`config.mk`:
```
export PLATFORM = sky130hd
export DESIGN_NAME = e1of2_sync_tx
export DESIGN_NICKNAME = d
export VERILOG_FILES = /design/src/rtl/e1of2_sync_tx.sv
export SDC_FILE = /design/constraint.sdc
export NUM_CORES = 1
export LEC_CHECK = 0
export ABC_AREA = 1
export BUFFER_PORTS_ARGS = -buffer_cell sky130_fd_sc_hd__clkbuf_2
export CORE_ASPECT_RATIO = 1.4
export CORE_MARGIN = 5
export CORE_UTILIZATION = 50
export DETAILED_ROUTE_END_ITERATION = 10
export PLACE_DENSITY = 0.81
export SLEW_MARGIN = 0
export SYNTH_ARGS = -nofsm -noshare
export SYNTH_HDL_FRONTEND = slang
export SYNTH_SLANG_ARGS = --single-unit
```
`constraint.sdc`:
```
create_clock -name CLK -period 1.55 [get_ports CLK]
set_clock_uncertainty 0.05 [all_clocks]
set_input_delay 0.0775 -clock CLK [delete_from_list [all_inputs] [get_ports CLK]]
set_output_delay 0.0775 -clock CLK [all_outputs]
set_load 0.01 [all_outputs]
```
`src/rtl/e1of2_sync_tx.sv`:
```
// e1of2_sync_tx: clocked injection port onto a four-phase return-to-zero
// dual-rail (e1of2) channel. Words from a valid/ready source are buffered in
// a small FIFO and emitted one word per handshake.
//
// Ports:
//   CLK, RESET        clock; asynchronous active-high reset (release is
//                     synchronised internally)
//   in_valid/in_ready source handshake; in_ready = FIFO not full
//   in_data  [W]      source word
//   out_t/out_f [W]   true/false rails, each driven straight from a flop
//   out_e             receiver enable, asynchronous to CLK
//   fifo_count        words currently buffered
//   sent_count [32]   completed words, present only with E1OF2_TX_STATS_EN
//
// Optional feature macro: E1OF2_TX_STATS_EN
module e1of2_sync_tx #(
  parameter int unsigned W     = 11,
  parameter int unsigned DEPTH = 4,
  parameter int unsigned SYNC  = 2
) (
  input  logic                         CLK,
  input  logic                         RESET,
  input  logic                         in_valid,
  output logic                         in_ready,
  input  logic [W-1:0]                 in_data,
  output logic [W-1:0]                 out_t,
  output logic [W-1:0]                 out_f,
  input  logic                         out_e,
  output logic [$clog2(DEPTH+1)-1:0]   fifo_count
`ifdef E1OF2_TX_STATS_EN
  ,
  output logic [31:0]                  sent_count
`endif
);

  localparam int unsigned AW = $clog2(DEPTH);
  localparam int unsigned CW = $clog2(DEPTH+1);

  typedef enum logic [1:0] {IDLE, DATA, NUL} state_t;

  logic [1:0]      rst_sync;
  logic            rst_i;
  logic [SYNC-1:0] e_sync;
  logic            e_s;
  logic [W-1:0]    mem [DEPTH];
  logic [AW-1:0]   wr_ptr;
  logic [AW-1:0]   rd_ptr;
  logic            push;
  logic            pop;
  state_t          state;

  // Reset asserts immediately, releases two clock edges after RESET falls.
  always_ff @(posedge CLK or posedge RESET) begin
    if (RESET) rst_sync <= 2'b11;
    else       rst_sync <= {rst_sync[0], 1'b0};
  end
  assign rst_i = rst_sync[1];

  // out_e synchroniser; the FSM only ever looks at e_s.
  always_ff @(posedge CLK or posedge rst_i) begin
    if (rst_i) e_sync <= '0;
    else       e_sync <= {e_sync[SYNC-2:0], out_e};
  end
  assign e_s = e_sync[SYNC-1];

  assign in_ready = (fifo_count != CW'(DEPTH));
  assign push     = in_valid && in_ready;
  assign pop      = (state == IDLE) && (fifo_count != '0) && e_s;

  // Storage needs no reset: pointer reset discards the contents.
  always_ff @(posedge CLK) begin
    if (push) mem[wr_ptr] <= in_data;
  end

  // Pointers wrap naturally because DEPTH is a power of two.
  always_ff @(posedge CLK or posedge rst_i) begin
    if (rst_i) begin
      wr_ptr     <= '0;
      rd_ptr     <= '0;
      fifo_count <= '0;
    end else begin
      if (push) wr_ptr <= wr_ptr + AW'(1);
      if (pop)  rd_ptr <= rd_ptr + AW'(1);
      case ({push, pop})
        2'b10:   fifo_count <= fifo_count + CW'(1);
        2'b01:   fifo_count <= fifo_count - CW'(1);
        default: fifo_count <= fifo_count;
      endcase
    end
  end

  // Handshake FSM; both rail vectors load or clear together on one edge.
  always_ff @(posedge CLK or posedge rst_i) begin
    if (rst_i) begin
      state <= IDLE;
      out_t <= '0;
      out_f <= '0;
    end else begin
      case (state)
        IDLE: begin
          if (pop) begin
            out_t <= mem[rd_ptr];
            out_f <= ~mem[rd_ptr];
            state <= DATA;
          end
        end
        DATA: begin
          if (!e_s) begin
            out_t <= '0;
            out_f <= '0;
            state <= NUL;
          end
        end
        NUL: begin
          if (e_s) state <= IDLE;
        end
        default: begin
          out_t <= '0;
          out_f <= '0;
          state <= IDLE;
        end
      endcase
    end
  end

`ifdef E1OF2_TX_STATS_EN
  // Counts DATA->NULL transitions, wrapping at 2^32.
  always_ff @(posedge CLK or posedge rst_i) begin
    if (rst_i)                      sent_count <= '0;
    else if (state == DATA && !e_s) sent_count <= sent_count + 32'd1;
  end
`else
  // Statistics counter not built.
`endif

endmodule

```
# [Yosys cells after proc, flatten, opt, wreduce, memory -nomap -nowiden]
# Memory sizes are Yosys's and may differ from the RTL's.
# Index checks and enable logic that the tools add are counted.
[op_classes] muxes=12 add_sub_neg=4 n_reduce_logical=8 n_eq_ne=8 bitwise=2
[ops] cell="one-hot mux 11 bit (3 select lines)" count=2
[ops] cell="2-to-1 mux 11 bit" count=3
[ops] cell="NOT 11 bit" count=1
[ops] cell="2-to-1 mux 2 bit" count=3
[ops] cell="!= test 2 bit (second input constant)" count=3
[ops] cell="one-hot mux 2 bit (3 select lines)" count=1
[ops] cell="one-hot mux 3 bit (2 select lines)" count=1
[ops] cell="AND reduction 3 bit" count=2
[ops] cell="adder 2 x 1 -> 2 bit (second input constant)" count=2
[ops] cell="equality test 2 x 1 -> 1 bit (second input constant)" count=2
[ops] cell="equality test 2 bit (second input constant)" count=2
[ops] cell="adder 3 x 1 -> 3 bit (second input constant)" count=1
[ops] cell="logical AND 1 bit" count=3
[ops] cell="!= test 3 bit (second input constant)" count=1
[ops] cell="nonzero test 3 bit" count=1
[ops] cell="subtractor 3 x 1 -> 3 bit (second input constant)" count=1
[ops] cell="logical NOT 2 bit" count=1
[ops] cell="2-to-1 mux 1 bit" count=2
[ops] cell="nonzero test 2 bit" count=1
[ops] cell="NOT 1 bit" count=1
[totals] ram_bits=44 elab_cells=43 out_inout_bits=26 reg_bits=35 inputBits=15 mem_count=1
[memory_table] name="mem" depth=4 width=11 read_ports=1 rd_clocked_by_memory_dff=0 wr=1 line="45" rtl="logic [W-1:0] mem [DEPTH];"

# [Longest topological paths before layout]
[depth] word_depth=5 ltp_mapped=11

# [Worst setup path before layout]
# Ideal clock, no wire load.
[synth_path] path_type="register to register" startpoint="register fifo_count[1]" endpoint="register fifo_count[2]" arrival_time_ns=1.985 stages_incl_launch_ff=10 setup_slack_ns=-0.564 setup_ns=0.079 synth_period_minus_slack_ns=2.114 path_cell_list="dfrtp_1 inv_1 nand3_1 nand2_2 ha_1 inv_1 fa_1 or2_2 nand2_1 xor2_1"
[synth_between] elab_cells_between_ends=11 classes_between="add/sub (2); eq/ne (3); mux (1); reduce/logical (5)"
[synth_lines] element="start: declaration" line="29" rtl="output logic [$clog2(DEPTH+1)-1:0] fifo_count"
[synth_lines] element="start signal: assignment" line="85" rtl="2'b10: fifo_count <= fifo_count + CW'(1);"
[synth_lines] element="start signal: assignment" line="86" rtl="2'b01: fifo_count <= fifo_count - CW'(1);"
[synth_lines] element="start signal: assignment" line="87" rtl="default: fifo_count <= fifo_count;"
[synth_lines] element="!= test 3 bit *" line="66" rtl="assign in_ready = (fifo_count != CW'(DEPTH));"
[synth_lines] element="via in_ready" line="24" rtl="output logic in_ready,"
[synth_lines] element="logical AND 1 bit *" line="67" rtl="assign push = in_valid && in_ready;"
[synth_lines] element="equality test 2 x 1 -> 1 bit / equality test 2 bit (equally long branches)" line="84" rtl="case ({push, pop})"
[synth_lines] element="one-hot mux 3 bit (2 select lines) / nonzero test 2 bit (equally long branches)"
# Mark *: on every way through the listed nets, which the timed path passes. The rest lies on a longest branch.
# A chain may end at the register's enable or synchronous reset.

# [Worst setup path after layout]
[layout_path] startpoint="register fifo_count[0]" endpoint="register fifo_count[2]"
[layout_between] elab_chain_cells=5 elab_cells_between_ends=11 classes_between="add/sub (2); eq/ne (3); mux (1); reduce/logical (5)"
[layout_lines] element="nonzero test 3 bit" line="68" rtl="assign pop = (state == IDLE) && (fifo_count != '0) && e_s;"
[layout_lines] element="logical AND 1 bit (2 in series)" line="68"
[layout_lines] element="equality test 2 x 1 -> 1 bit / equality test 2 bit (equally long branches)" line="84"
[layout_lines] element="one-hot mux 3 bit (2 select lines) / nonzero test 2 bit (equally long branches)"
# Parallel ways exist; a longest one is shown, timed or not.

==> out/qor.yml <==
sta:
  drv_slew: 0
  fin_setup_tns_ns: -0.410
  hold_ws_ns: 0.103
  min_period_ns: 1.84
  fmax_ghz: 0.542
  hold_violations: 0
  rsz0062_at_grt: "true"
  setup_violations: 2
  min_period_over_period: 1.19
  setup_slack_ns: -0.294
grt:
  grt_pass1_vias: 2408
  grt_start_max_net_pins: 34
  antenna_found_initial: 0
  grt.total_usage: 0.182
  grt_first_pass_wirelength_um: 11400
  grt_overflow_total: 0
setup_path:
  reg2reg_depth: 10
  crit_path_start_kind: "flop"
  crit_type: "flop to flop"
  crit_required_ns: 1.78
  cp_max_fo: 4
  endpoint_kind: "flop"
  arrival_ns: 2.08
finish:
  layout.nets: 414
  regArea_sq_um: 2200
  multi_input_area_sq_um: 935
  syn2layout_area_growth_pct: 26.3
  final_core_util: 0.640
  fillers: 494
  drive_gt1_frac: 0.271
  diodes: 0
floorplan:
  core_area_sq_um: 6480
  initial_utilization: 0.506
  rows: 35
  die_h_um: 106
  die_w_um: 78.5
  dieArea_sq_um: 8310
  ioPinCount: 41
power:
  p_leak_nw: 1.94
  pwr-share-comb: 0.411
  ir_drop_uv: 647
  p_switching_w: 0.00310
  pwr-share-clk: 0.204
  power_frac_seq: 0.385
  p_per_area_nw_per_um2: 1980
  power.total_w: 0.00822
  switching_share: 0.377
  p_int_w: 0.00512
place:
  hpwl_um: 4400
  io_buffers: 40
  place_ws_ns: -0.280
  globalplace.congestion: 0.756
synthesis:
  avgSynthCellArea_sq_um: 10.6
  ys.flop_type: "edfxtp_1"
  synth.cell_area_sq_um: 3280
  ys_types: 26
  synth-edff-count: 44
  syn_nets: 331
  synth-seq-area-share: 0.670
  postSynthCellCount: 310
  yosysWarningCount: 0
  synth-seq-cells: 79
  async_reset_ff_frac: 0.443
route:
  wirelength_um: 6770
  drtIter0Drc: 161
  routed_via_density: 5.04
  drc: 0
  dr.pass1.iters: 4
  vias: 2379
  ant_nets: 0
  wl_per_cell_um: 14.4
worst_hold_path:
  hold_path_class: "input port to flop"
  whs_path_depth: 4
outcome:
  status: "finished, violations left"
  failed_checks: "negative setup slack"
cts:
  cts_tree: "yes"
  cts_inserted_buffers: 9
  root_buffer: "clkbuf_8"
  clock_sinks: 79
  clkTransAtPathRegs_ns: 0.09
  cts_max_level: 3
  clk_latency_ns: 0.35
  cts_max_path_buffers: 2
run:
  maxCapViolCount: 0
-- final cells by class --
type / count / share of cell area
Clock buffer: 9 / 0.0299
Clock inverter: 7 / 0.0235
Tap cell: 74 / 0.0223
Multi-Input combinational cell: 184 / 0.225
Sequential cell: 79 / 0.531
Timing Repair Buffer: 81 / 0.133
Inverter: 38 / 0.0344
-- stage by stage --
stage	cell area, sq um	cells
final	4150	472
after global routing	4150	472
after CTS	4130	471
after detailed placement	3710	438
after global placement	3710	438
after floorplan	3300	310
-- logic make-up after synthesis --
logic type / synth area share
AND/OR/NAND/NOR: 0.202
XOR/XNOR: 0.0107
buffers and inverters: 0.0621
other: 0.00114
flip-flops: 0.670
adder cells (fa/ha/maj): 0.0252
AO/OA/AOI/OAI: 0.0290
-- cell usage after synthesis, types with 2 or more instances --
cell | number | share of area
inv_2 | 3 | 0.0034
dfrtp_1 | 33 | 0.25
nand2_1 | 75 | 0.086
a21oi_1 | 10 | 0.015
o21ai_0 | 3 | 0.0046
o21ai_1 | 6 | 0.0092
inv_1 | 35 | 0.040
nand2_2 | 2 | 0.0038
buf_4 | 2 | 0.0046
nor2_1 | 36 | 0.041
edfxtp_1 | 44 | 0.40
dfstp_2 | 2 | 0.016
ha_1 | 5 | 0.019
nand3_1 | 36 | 0.055
buf_6 | 2 | 0.0069
buf_2 | 4 | 0.0061
xor2_1 | 3 | 0.0080
-- power by group through the flow --
stage	clock, W	combinational, W	sequential (W)
finish	0.00167	0.00338	0.00316
global route	0.00179	0.00378	0.00324
CTS	0.00169	0.00335	0.00316
detailed placement	0	0.00312	0.00319
global placement	0	0.00298	0.00315
floorplan	0	0.00189	0.00332
-- layout by cell type, fill, tap and decap left out --
cell type	instances
nand2_1	73
edfxtp_1	44
clkbuf_2	40
nand3_1	34
nor2_1	34
inv_1	32
dfrtp_1	32
buf_4	23
dlygate4sd3_1	13
a21oi_1	10
clkbuf_8	9
inv_2	6
o21ai_1	6
nand2_2	4
nor2_4	4
ha_1	4
buf_6	4
xor2_1	3
clkinv_4	3
nand3_2	2
o21ai_0	2
bufinv_16	2
dfstp_2	2
nand3_4	1
nand2_4	1
or2_4	1
xnor2_1	1
o21ai_2	1
fa_2	1
ha_4	1
clkinvlp_4	1
clkinv_1	1
buf_2	1
dfrtp_2	1
conb_1	1
-- final timing paths --
check / from / end / slack (ns)
max: fifo_count[0] / fifo_count[2] / -0.29
min in group asynchronous: RESET / rst_sync[1] / 0.20
max in group asynchronous: rst_sync[1] / rd_ptr[0] / 0.83
min reg2reg: rst_sync[1] / fifo_count[2] / 0.30
max reg2reg: fifo_count[0] / fifo_count[2] / -0.29
min: in_valid / fifo_count[1] / 0.10
-- flip-flops by register name (all words and copies together) (netlist names) --
signal / flops
mem: 44
out_t: 11
rd_ptr: 2
out_f: 11
state: 2
fifo_count: 3
rst_sync: 2
wr_ptr: 2
e_sync: 2
-- layer usage --
| layer | GRT usage | vias to the layer above | wire [um] |
|---|---|---|---|
| met1 | 0.206 | 1131 | 2620 |
| met5 | 0 | - | 0 |
| met2 | 0.324 | 76 | 3620 |
| met4 | 0.0725 | 0 | 118 |
| met3 | 0.0453 | 10 | 415 |
| li1 | - | 1162 | - |
-- critical path, stage by stage, from the launching register on --
cell and delay, ns:
dfrtp_1 0.38, inv_2 0.07, nand2_2 0.09, nor2_4 0.05, nor2_4 0.12, ha_4 0.15, inv_2 0.04, fa_2 0.35
or2_4 0.26, nand2_2 0.07, xor2_1 0.14
-- what timing repair did --
action,in CTS,in global routing
setup endpoints to repair,2,48
hold endpoints to repair,47,0
pin swaps,7,4
gates cloned,0,1
gates resized for setup,12,3
hold buffers,13,0
buffers inserted,4,2
(Power assumes the default switching activity.)
